## src/rtl/req_enc_pkg.sv

```systemverilog
// Shared types and helpers for the request-vector priority encoder.
// Holds the FSM state type, the default vector width and the index-width helper.
package req_enc_pkg;

    typedef enum logic [0:0] {
        ST_IDLE = 1'b0,
        ST_EMIT = 1'b1
    } state_t;

    localparam int unsigned N_DEFAULT = 16;

    // Index width for an n-bit vector; never below one bit so ports stay legal.
    function automatic int unsigned idx_width(input int unsigned n);
        if (n < 32'd2) begin
            return 32'd1;
        end else begin
            return $clog2(n);
        end
    endfunction

endpackage

```

## src/rtl/lsb_prio_enc.sv

```systemverilog
// Combinational lowest-set-bit encoder: bit 0 wins, idx is 0 when nothing is set.
// Also flags whether the vector is non-empty and whether at most one bit is set.
module lsb_prio_enc
    import req_enc_pkg::*;
#(
    parameter int unsigned N = N_DEFAULT,
    parameter int unsigned W = idx_width(N)
) (
    input  logic [N-1:0] vec,
    output logic [W-1:0] idx,
    output logic         found,
    output logic         single
);

    localparam logic [N-1:0] ONE = {{(N-1){1'b0}}, 1'b1};

    logic [N-1:0] low_cleared;

    // Scan from the top down so the lowest set bit is the last one written.
    always_comb begin
        idx = '0;
        for (int i = N - 1; i >= 0; i--) begin
            idx = vec[i] ? W'(i) : idx;
        end
    end

    // Removing the lowest set bit leaves zero exactly when popcount <= 1.
    always_comb begin
        low_cleared = vec & (vec - ONE);
        found       = |vec;
        single      = (low_cleared == '0);
    end

endmodule

```

## src/rtl/req_vector_encoder.sv

```systemverilog
// Captures a multi-hot request vector and drains it as a stream of binary
// indices, lowest set bit first, one per output handshake.
module req_vector_encoder
    import req_enc_pkg::*;
#(
    parameter int unsigned N = N_DEFAULT,
    parameter int unsigned W = idx_width(N)
) (
    input  logic         clk,
    input  logic         rst,
    input  logic         in_valid,
    output logic         in_ready,
    input  logic [N-1:0] in_vec,
    output logic         out_valid,
    input  logic         out_ready,
    output logic [W-1:0] out_idx,
    output logic         out_last,
    output logic         out_none
);

    localparam logic [N-1:0] ONE = {{(N-1){1'b0}}, 1'b1};

    state_t       state_r;
    logic [N-1:0] pending_r;
    logic         zero_r;

    logic [W-1:0] enc_idx_s;
    logic         enc_found_s;
    logic         enc_single_s;
    logic         emit_s;
    logic         out_fire_s;

    lsb_prio_enc #(
        .N (N),
        .W (W)
    ) u_lsb_prio_enc (
        .vec    (pending_r),
        .idx    (enc_idx_s),
        .found  (enc_found_s),
        .single (enc_single_s)
    );

    // Output decode; everything is forced to zero outside EMIT.
    always_comb begin
        emit_s     = (state_r == ST_EMIT);
        out_fire_s = emit_s & out_ready;
        in_ready   = (state_r == ST_IDLE);
        out_valid  = emit_s;
        if (emit_s) begin
            out_idx  = enc_idx_s;
            out_last = enc_single_s;
            out_none = zero_r;
        end else begin
            out_idx  = '0;
            out_last = 1'b0;
            out_none = 1'b0;
        end
    end

    // State, pending vector and zero flag; reset overrides any handshake.
    always_ff @(posedge clk) begin
        if (rst) begin
            state_r   <= ST_IDLE;
            pending_r <= '0;
            zero_r    <= 1'b0;
        end else begin
            case (state_r)
                ST_IDLE: begin
                    if (in_valid) begin
                        state_r   <= ST_EMIT;
                        pending_r <= in_vec;
                        zero_r    <= (in_vec == '0);
                    end else begin
                        state_r   <= ST_IDLE;
                        pending_r <= pending_r;
                        zero_r    <= zero_r;
                    end
                end
                ST_EMIT: begin
                    if (out_fire_s && enc_single_s) begin
                        state_r   <= ST_IDLE;
                        pending_r <= '0;
                        zero_r    <= 1'b0;
                    end else if (out_fire_s) begin
                        // found is implied here: a non-single vector is never empty
                        state_r   <= ST_EMIT;
                        pending_r <= pending_r & (pending_r - ONE);
                        zero_r    <= zero_r & ~enc_found_s;
                    end else begin
                        state_r   <= ST_EMIT;
                        pending_r <= pending_r;
                        zero_r    <= zero_r;
                    end
                end
                default: begin
                    state_r   <= ST_IDLE;
                    pending_r <= '0;
                    zero_r    <= 1'b0;
                end
            endcase
        end
    end

endmodule

```

## config.mk

```make
export PLATFORM = sky130hd
export DESIGN_NAME = req_vector_encoder
export DESIGN_NICKNAME = d
export VERILOG_FILES = /design/src/rtl/req_enc_pkg.sv /design/src/rtl/lsb_prio_enc.sv /design/src/rtl/req_vector_encoder.sv
export SDC_FILE = /design/constraint.sdc
export NUM_CORES = 1
export LEC_CHECK = 0
export ABC_AREA = 1
export ABC_CLOCK_PERIOD_IN_PS = 1270
export CAP_MARGIN = 20
export CORE_UTILIZATION = 50
export CTS_CLUSTER_DIAMETER = 100
export DETAILED_ROUTE_END_ITERATION = 8
export DONT_BUFFER_PORTS = 1
export GPL_ROUTABILITY_DRIVEN = 0
export PLACE_DENSITY = 0.74
export SLEW_MARGIN = 20
export SYNTH_ARGS = -nofsm -noshare
export SYNTH_HDL_FRONTEND = slang
export SYNTH_SLANG_ARGS = --single-unit
```

## constraint.sdc

```tcl
create_clock -name clk -period 1.27 [get_ports clk]
set_input_delay 0.1905 -clock clk [delete_from_list [all_inputs] [get_ports clk]]
set_output_delay 0.1905 -clock clk [all_outputs]
set_load 0.02 [all_outputs]
```

==> results of run 1 <==
[routing by layer]
| metal | overflow | track usage, % |
|---|---|---|
| met4 | 31 | 96.49 |
| met3 | 0 | 49.28 |
| met1 | 1 | 72.88 |
| met2 | 41 | 99.16 |
| met5 | 0 | 0 |
[repair_timing]
item	4_1_cts
endpoints found under the setup margin	15
endpoints found under the hold margin	15
pin swaps	11
buffers inserted	34
hold buffers	1
gates resized for setup	48
[per-stage QoR]
| stage | worst slack [ns] | hold WS [ns] | std cells |
|---|---|---|---|
| 4_1_cts | -0.6763 | 0.03412 | 280 |
| 3_5_place_dp | -0.4352 | 0.2486 | 261 |
| 3_3_place_gp | -0.3078 | 0.2474 | 261 |
| 2_1_floorplan | -0.2144 | 0.2617 | 187 |
[kinds of logic after synthesis]
logic type	Yosys count	synth area share, %
AND/OR/NAND/NOR	94	38.11
AO/OA/AOI/OAI	45	22.91
flip-flops	18	28.07
buffers and inverters	30	10.92
==> summary.txt, run 1 <==
Outcome
  • Outcome: stopped before the end
  • Last step reached: global routing (5_1_grt)
  • Stop err: [ERROR GRT-0232] Routing congestion too high. Check the congestion heatmap in the GUI.

Synth
  • Most frequent cell after synthesis: nand2_1
  • Yosys warning count: 0
  • Sequential area share after synthesis: 28.07%
  • Unique masters post-synth: 33
  • Synthesized area per cell: 6.865 sq um
  • Post-synth top cells: 42 x nand2_1, 18 x dfxtp_1, 18 x inv_1, 14 x nand3_1, 14 x o21ai_0
  • Syn Nets: 207
  • Top post-synthesis cells by area: dfxtp_1 28%, nand2_1 12%, a221oi_1 8.9%
  • Cell count after synthesis: 187
  • EDFF count, synth: 0
  • Top-area cell type share of the netlist area: 28.07%
  • Async S/R FF share, synth: 0%
  • #FFs+latches synth: 18
  • Area leader, netlist: dfxtp_1
  • Post-Syn Area: 1284 sq um
  • Post-synth top flop: dfxtp_1

Place
  • Port bufs: 0
  • Detail Placement HPWL: 3095 um
  • Placed Area: 1707 sq um

Floorplanning
  • Initial Utilization: 55.37%
  • Die Ht: 52.67 um
  • Io pins: 28
  • Die Width: 52.67 um
  • Site Rows: 17

Clock tree
  • CTS Buffer Depth: 2
  • CTS Buf Count: 3
  • Clock Sinks: 18
  • CTS root buf: clkbuf_4
  • Htree depth: 1

Timing
  • Worst setup endpoint GRT: out_last
  • Worst EP Category: top-level output

GRT
  • Congestion Overflow GR: 73
  • Largest net degree at the start of global routing: 17
  • GRT Resource Usage Total: 76.86%
==> inputs of run 2 (changes only) <==
--- a/config.mk
+++ b/config.mk
@@ -6,14 +6,13 @@
 export NUM_CORES = 1
 export LEC_CHECK = 0
 export ABC_AREA = 1
-export ABC_CLOCK_PERIOD_IN_PS = 1270
+export ABC_CLOCK_PERIOD_IN_PS = 1700
 export CAP_MARGIN = 20
-export CORE_UTILIZATION = 50
-export CTS_CLUSTER_DIAMETER = 100
+export CORE_UTILIZATION = 35
 export DETAILED_ROUTE_END_ITERATION = 8
 export DONT_BUFFER_PORTS = 1
 export GPL_ROUTABILITY_DRIVEN = 0
-export PLACE_DENSITY = 0.74
+export PLACE_DENSITY_LB_ADDON = 0.15
 export SLEW_MARGIN = 20
 export SYNTH_ARGS = -nofsm -noshare
 export SYNTH_HDL_FRONTEND = slang
==> constraint.sdc (replaced) <==
create_clock -name clk -period 1.7 [get_ports clk]
set_input_delay 0.255 -clock clk [delete_from_list [all_inputs] [get_ports clk]]
set_output_delay 0.255 -clock clk [all_outputs]
set_load 0.02 [all_outputs]
==> run 2 against run 1 <==
Against the previous run: the flow now finishes, with violations (hold timing, setup timing); synthesized cell count unchanged; area after synthesis unchanged.
==> summary.txt, run 2 <==
Outcome
  • Outcome: finished, violations left
  • Failing checks: hold timing, setup timing

Synth
  • Most frequent cell after synthesis: nand2_1
  • #FFs+latches synth: 18
  • EDFF count, synth: 0
  • Cell count after synthesis: 187
  • Synthesized area per cell: 6.865 sq um
  • Top-area cell type share of the netlist area: 28.07%
  • Unique masters post-synth: 33
  • Top post-synthesis cells by area: dfxtp_1 28%, nand2_1 12%, a221oi_1 8.9%
  • Yosys warning count: 0
  • Post-synth top flop: dfxtp_1
  • Syn Nets: 207
  • Sequential area share after synthesis: 28.07%
  • Area leader, netlist: dfxtp_1
  • Post-Syn Area: 1284 sq um
  • Post-synth top cells: 42 x nand2_1, 18 x dfxtp_1, 18 x inv_1, 14 x nand3_1, 14 x o21ai_0
  • Async S/R FF share, synth: 0%

Floorplanning
  • Die Ht: 62.56 um
  • Die Width: 62.56 um
  • Core Box Area: 3416 sq um
  • Initial Utilization: 37.58%
  • Io pins: 28
  • Die ar.: 3914 sq um
  • Site Rows: 21

Routing
  • Initial DRC count: 62
  • Routed WL: 4100 um
  • Metal-1 WL: 1874 um
  • Average wire per cell in the routed design: 14.80 um
  • DR vias/cell: 5.227
  • Detail Route Antenna Nets: 0
  • DR pass1 iterations: 4
  • Drt drc: 0
  • Met2 Routed Length: 1923 um
  • DR top layer: met4
  • Via count: 1448
  • Met3 wire length: 240 um

Timing
  • Tcrit/Tclk final: 122.8%
  • Endpoints failing hold: 1
  • Final Setup Violations: 6
  • Max-slew violations: 0
  • Worst Max-Slew Pin Slew: 0.4332 ns
  • PnR worst setup slack: -0.3872 ns
  • Fmax: 0.4791 GHz
  • RSZ-0062 raised after global routing: true
  • Fin crit period: 2.087 ns
  • Hold slack: -0.0001831 ns
  • Clock skew: 0.004939 ns
  • TNS Setup: -1.625 ns
  • Slew Limit Headroom: 71.02%

Worst setup path
  • Crit path max-delay family: simple AND/OR/NAND/NOR gates
  • CP arrival: 1.83 ns
  • Worst Path Required: 1.44 ns
  • CP max stage delay: 0.38 ns
  • Max stage delay cell, worst path: dfxtp_4
  • Most Frequent Cell on Critical Path: nor2_4
  • Crit path buf inv count: 2
  • CP endpoint kind: primary output
  • Critical path type: reg -> out
  • Critical Path Fanout Max: 5
  • Worst path cell trace: nor2_4, nand2_4, nor2_4, inv_4, o21ai_2, nand3_2, nor2_2, nand2_1, nor2_1, buf_4
  • Startpoint Class: flop

Place
  • Port bufs: 0
  • Placed cells: 255
  • Detail Placement HPWL: 2866 um

Clock tree
  • CTS root buf: clkbuf_4
  • CTS Buffer Depth: 2
  • Clock Latency Late Sink: 0.32 ns
  • Clock Sinks: 18
  • CTS tree: done
  • CTS Buf Count: 3
  • Clock transition at path regs: 0.12 ns
  • Htree depth: 1

Cells and area
  • Antenna cells: 0
  • Biggest register: pending_r
  • Fin cells: 277
  • Final Net Count: 252
  • Most frequent cells in the layout: 42 x buf_4, 37 x nand2_1, 15 x inv_1
  • Post-layout util: 51.72%
  • Share of post-route cells with drive strength above 1: 42.86%
  • Area Overhead vs Synth: 37.62%
  • Max reg flops: 16
  • Commonest non-fill, non-tap cell in the layout: buf_4

Power
  • Leak pwr: 0.7788 nW
  • Power per Cell Area: 847.4 nW/um^2
  • Peak supply drop: 0.0004015 V

GRT
  • GRT Resource Usage Total: 21.07%
  • Initial antenna violation count: 0
  • Largest net degree at the start of global routing: 17
  • Vias in the first global route: 1425
  • First-pass GRT wire length: 6534 um
  • Congestion Overflow GR: 0

Flow run
  • Max cap viols: 0

Worst hold path
  • Hold Path Class: in -> reg
==> run 2: cell counts after synthesis <==
No cell type changed its count.
==> run 2: what timing repair did <==
item	CTS	global route
hold buffers	1	2
endpoints found under the setup margin	5	6
setup buffers	9	6
pin swaps	11	10
resized for setup	24	11
hold endpoints to repair	8	5
==> run 2: where the power goes <==
part | internal [W] | switching [W]
Clock | 0.000131 | 0.000162
Sequential | 0.000468 | 0.0000461
Combinational | 0.000316 | 0.000373
==> run 2: routing by layer <==
layer | track usage, % | vias up
li1 | - | 729
met1 | 27.46 | 666
met2 | 35.73 | 47
met3 | 2.737 | 6
met4 | 6.686 | 0
met5 | 0 | -
==> run 2: path summary, 6_finish.rpt <==
path                              start                    endpoint  slack [ns]  cells after the start
min reg2reg  pending_r[13]$_SDFFE_PP0P_  pending_r[13]$_SDFFE_PP0P_        0.52                      2
max           pending_r[1]$_SDFFE_PP0P_                    out_last       -0.39                     10
min                                 rst   pending_r[3]$_SDFFE_PP0P_     -0.0002                      1
max reg2reg   pending_r[1]$_SDFFE_PP0P_        out_valid$_SDFF_PP0_       -0.37                     16
==> run 2: kinds of logic (layout without fill, tap and decap cells) <==
group,after synthesis,in the layout,share of synthesized area (%)
AOI/OAI and AO/OA,45,45,22.91
buffers and inverters,30,74,10.92
DFF,18,18,28.07
and+or+nand+nor,94,94,38.11
==> run 2: area by class of cell <==
type	count	area, sq um
Timing Repair Buffer	46	356.6
Inverter	24	95.09
Tap cell	46	57.56
Fill cell	357	1649
Sequential cell	18	386.6
Multi-Input combinational cell	139	834.6
Clock buffer	4	36.28
==> run 2: through the flow <==
step | power, W | hold slack (ns) | worst slack [ns] | cell area (sq um)
after floorplan | 0.0008790 | 0.3337 | 0.04164 | 1284
after global placement | 0.001048 | 0.3226 | -0.1424 | 1504
after detailed placement | 0.001049 | 0.3226 | -0.1034 | 1504
after CTS | 0.001433 | 0.0003671 | -0.3689 | 1670
after global routing | 0.001593 | 0.008392 | -0.5217 | 1767
final | 0.001497 | -0.0001831 | -0.3872 | 1767
No activity file was read; power rests on OpenSTA's default activity.
==> variant 1, RTL diff (settings of run 2) <==
The package constant `N_DEFAULT` goes from 16 to 24.
--- a/src/rtl/req_enc_pkg.sv
+++ b/src/rtl/req_enc_pkg.sv
@@ -7,7 +7,7 @@
         ST_EMIT = 1'b1
     } state_t;
 
-    localparam int unsigned N_DEFAULT = 16;
+    localparam int unsigned N_DEFAULT = 24;
 
     // Index width for an n-bit vector; never below one bit so ports stay legal.
     function automatic int unsigned idx_width(input int unsigned n);
Interface: changed (resized in_vec and out_idx); port bits go from 28 to 37. No check against the original RTL was run, so the function may have changed too.
==> variant 1 against run 2 <==
Via count up 50%. Worst setup slack worse by 220 ps. The run ends with negative setup slack left. Critical path depth up 1. Design area up 59%. Power up 60%. Wire length up 46%. Register-to-register slack better by 160 ps. Sequential share of layout area down 1.9 points. Sequential cell count up 8. Synthesized cell count up 54%. Clock skew down 0.69 ps. Core utilization up 2.9 points. Synthesized area up 46%. Cell count up 55%.
==> variant 1: results (changes against run 2) <==
| Metric | Value |
|---|---|
| Met3 routed WL | 221 µm (-7.9%) |
| Initial antenna violation count | 0 (unchanged) |
| Clock-pin slew on the worst setup and hold paths | 100 ps (-20 ps) |
| Clock Skews | 4.25 ps (-0.687 ps) |
| Grt met2 use | 0.379 (+0.0220) |
| Yosys cell types | 31 (-6.1%) |
| Worst skew pair latency | 280 ps (-40 ps) |
| Number of global-route vias before repair | 2002 (+40%) |
| Slowest Stage Delay on Critical Path | 370 ps |
| DR vias | 2174 (+50%) |
| Finished Layout Cells | 430 (+55%) |
| Setup TNS | -2270 ps (-641 ps) |
| Nets | 389 (+54%) |
| Ys async rst share | 0 (unchanged) |
| Pre-CTS WS | -379 ps (-276 ps) |
| DPL Wire Length | 4.63 mm (+61%) |
| Synth warnings | 0 (unchanged) |
| Failing checks | negative setup slack |
| CP Data Arrival Time | 2050 ps (+220 ps) |
| Crit path max fanout | 4 (-1) |
| CTS root buffer | clkbuf_8 |
| Dpl cell area | 2490 µm² (+65%) |
| Cell total after placement | 419 (+64%) |
| R2r startpoint | pending_r[9]$_SDFFE_PP0P_ |
| Startpoint Class | register |
| Avg Cell Area, Syn | 6.49 µm² (-5.5%) |
| Met3 Use GR | 0.0214 (-0.00595) |
| Hold Path Origin | rst |
| Area contributors post-synth | dfxtp_1, nand2_1, a221oi_1, o21ai_0, inv_1 |
| CTS buffer count | 3 (unchanged) |
| Met2 Routed Length | 2.95 mm (+54%) |
| Routing usage on met1 | 0.300 (+0.0255) |
| DRT met1 WL | 2.78 mm (+49%) |
| First drt pass iteration count | 4 (unchanged) |
| Largest register FFs | 24 (+8) |
| Largest net degree at the start of global routing | 25 (+8) |
| Endpoints failing setup | 6 (unchanged) |
| Syn Nets | 316 (+53%) |
| Synth Area in Compound Gates | 0.239 (+0.00991) |
| Synth top cells by count | nand2_1, inv_1, dfxtp_1, o21ai_0 |
| Sequential element share of the synthesized area | 0.278 (-0.00225) |
| Worst-Margin Slew | 535 ps (+102 ps) |
| Total global-route track usage | 0.219 (+0.00815) |
| Status | complete, but fails checks |
| Post-synthesis mux area share | 0 (unchanged) |
| Worst vdd ir | 361 µV (-10%) |
| Layout cells sized above 1 | 0.472 (+0.0437) |
| Post-DR wirelength/cell | 13.9 µm (-6.0%) |
| First-pass GRT wire length | 9.31 mm (+42%) |
| Final worst slack | -603 ps (-216 ps) |
| Top layer in use | met4 |
| Drt initial violations | 72 (+16%) |
| P_leak | 1.24 nW (+59%) |
| Final ANT Viol Nets | 0 (unchanged) |
| Max H-tree Level | 1 (unchanged) |
[variant 1: cell type report]
type	instances	area [µm²]
fillers	541	2330
multi-input cells	208	1310
repair buffers	79	608
flip-flops and latches	26	561
inverters	43	170
well taps	70	87.6
clock buffers	3	41.3
clock inverters	1	30.0
[variant 1: power breakdown]
| group | internal (mW) | leakage [nW] | switching (mW) |
|---|---|---|---|
| Sequential | 0.681 | 0.224 | 0.0639 |
| Combinational | 0.517 | 0.982 | 0.591 |
| Clock | 0.316 | 0.0357 | 0.219 |
| Total | 1.51 | 1.24 | 0.875 |
[variant 1: worst paths after layout]
kind | endpoint | slack, ps | depth (start not counted)
worst max register to register | out_valid$_SDFF_PP0_ | -210 | 12
worst min register to register | zero_r$_SDFFE_PP0P_ | 540 | 2
worst min-delay path | out_valid$_SDFF_PP0_ | 20 | 1
worst max-delay path | out_last | -600 | 11
[variant 1: timing repair]
item                       in CTS  in global routing
pin swaps                       7                 15
hold buffers                    0                  0
buffers inserted                2                  5
setup endpoints to repair       7                  9
gates resized for setup        37                 31
==> variant 2, RTL diff (flow settings as in run 2) <==
Without the edit above. Reset style: asynchronous (`rst`), changed in one clocked block.
--- a/src/rtl/req_vector_encoder.sv
+++ b/src/rtl/req_vector_encoder.sv
@@ -58,7 +58,7 @@
     end
 
     // State, pending vector and zero flag; reset overrides any handshake.
-    always_ff @(posedge clk) begin
+    always_ff @(posedge clk or posedge rst) begin
         if (rst) begin
             state_r   <= ST_IDLE;
             pending_r <= '0;
Formal check against the unedited RTL: differs if rst is asserted again (counterexample within 4 cycles, from zero or initial values and one cycle with rst high); with rst held inactive, the same outputs for 4 cycles.
==> variant 2 against run 2 <==
The run ends with negative setup slack left. Worst setup slack worse by 74 ps. Count of clock-buffer cells in the layout stayed put. Sequential cell count stayed put. Design area is 17% higher. Wire length is 9.6% higher. Synthesized area is 1.9% higher. Largest cell class unchanged. Highest routed layer unchanged.
Power is not compared: it rests on default switching activity, and its combinational part moved more than twofold at a synthesized area within 25%.
==> variant 2: results (changes against run 2) <==
| Metric | Value |
|---|---|
| Pre-CTS WS | -209 ps (-106 ps) |
| Syn Nets | 222 (+7.2%) |
| CP Data Arrival Time | 1910 ps (+80 ps) |
| Fill count | 340 (-4.8%) |
| R2R Setup Slk | -170 ps (+200 ps) |
| Synth top cells by count | nand2_1, nor2_1, inv_1 |
| Number of global-route vias before repair | 1546 (+8.5%) |
| DPL Wire Length | 3.15 mm (+9.8%) |
| Failing checks | negative setup slack |
| Cts repair resizes | 26 (+8.3%) |
| Status | complete, but fails checks |
| Endpoints failing setup | 6 (unchanged) |
| Clock Skews | 1.36 ps (-3.58 ps) |
| Max-slew headroom | 0.505 (-0.205) |
| Yosys cell types | 25 (-24%) |
| Routed WL | 4.49 mm (+9.6%) |
| Setup TNS | -1260 ps (+363 ps) |
| Slowest Stage Delay on Critical Path | 440 ps (+60 ps) |
| Area contributors post-synth | dfrtp_1, nand2_1, nor2_1, a21oi_1, o21ai_0 |
| Largest net degree at the start of global routing | 20 (+3) |
| Clock-pin slew on the worst setup and hold paths | 70 ps (-50 ps) |
| Crit path max fanout | 4 (-1) |
| Ys async rst share | 1.00 (+1.00) |
| First-pass GRT wire length | 7.32 mm (+12%) |
| Worst skew pair latency | 250 ps (-70 ps) |
| Final worst slack | -461 ps (-74.3 ps) |
| Slowest-stage cell, CP | dfrtp_1 |
| Drt initial violations | 72 (+16%) |
| Top FF cell, synth | dfrtp_1 |
| Cell total after placement | 293 (+15%) |
| CTS root buffer | clkbuf_8 |
## variant 2: final cells by class
type	instances	area share
well taps	46	0.0278
inverters	25	0.0453
flip-flops and latches	18	0.219
multi-input cells	154	0.421
clock buffers	4	0.0266
repair buffers	68	0.259
## variant 2: logic make-up after synthesis
| kind of cell | share of synthesized area |
|---|---|
| buf+inv | 0.0908 |
| simple gates | 0.402 |
| flops | 0.344 |
| compound gates | 0.163 |
## variant 2: metrics by stage
step                      area (µm²)  hold WS [ps]  utilization
final                           2070          11.4        0.597
after global routing            2070          64.0        0.597
after CTS                       1930          37.8        0.556
after detailed placement        1730           314        0.497
after global placement          1730           303        0.497
after floorplan                 1320           194            -
## variant 2: final timing paths
kind                                          start                        to  cells past startpoint
max in group asynchronous                       rst  pending_r[4]$_DFFE_PP0P_                      1
setup / recovery           pending_r[6]$_DFFE_PP0P_                  out_last                      9
min in group clk                          in_vec[0]  pending_r[0]$_DFFE_PP0P_                      2
hold / removal                                  rst  pending_r[2]$_DFFE_PP0P_                      1
setup reg to reg           pending_r[1]$_DFFE_PP0P_       out_valid$_DFF_PP0_                      9
hold reg to reg                  zero_r$_DFFE_PP0P_        zero_r$_DFFE_PP0P_                      2
## variant 2: worst reg2reg max path, delay by kind of cell (launching register included)
family                 cells  cell delay (ps)
flip-flops                 1              410
AND/OR/NAND/NOR            8             1200
buffers and inverters      1              150
## variant 2: routing by layer
layer,track usage,vias to the layer above,wire length (µm)
li1,-,789,-
met1,0.312,737,1980
met2,0.386,53,2250
met3,0.0326,6,208
met4,0.0552,0,49
met5,0,-,0
## variant 2: report_power, final
group          leakage [nW]  total (mW)  switching, mW  internal, mW
Sequential            0.200       0.703          0.145         0.558
Clock                0.0288       0.360          0.154         0.206
Combinational         0.798        1.55          0.773         0.774
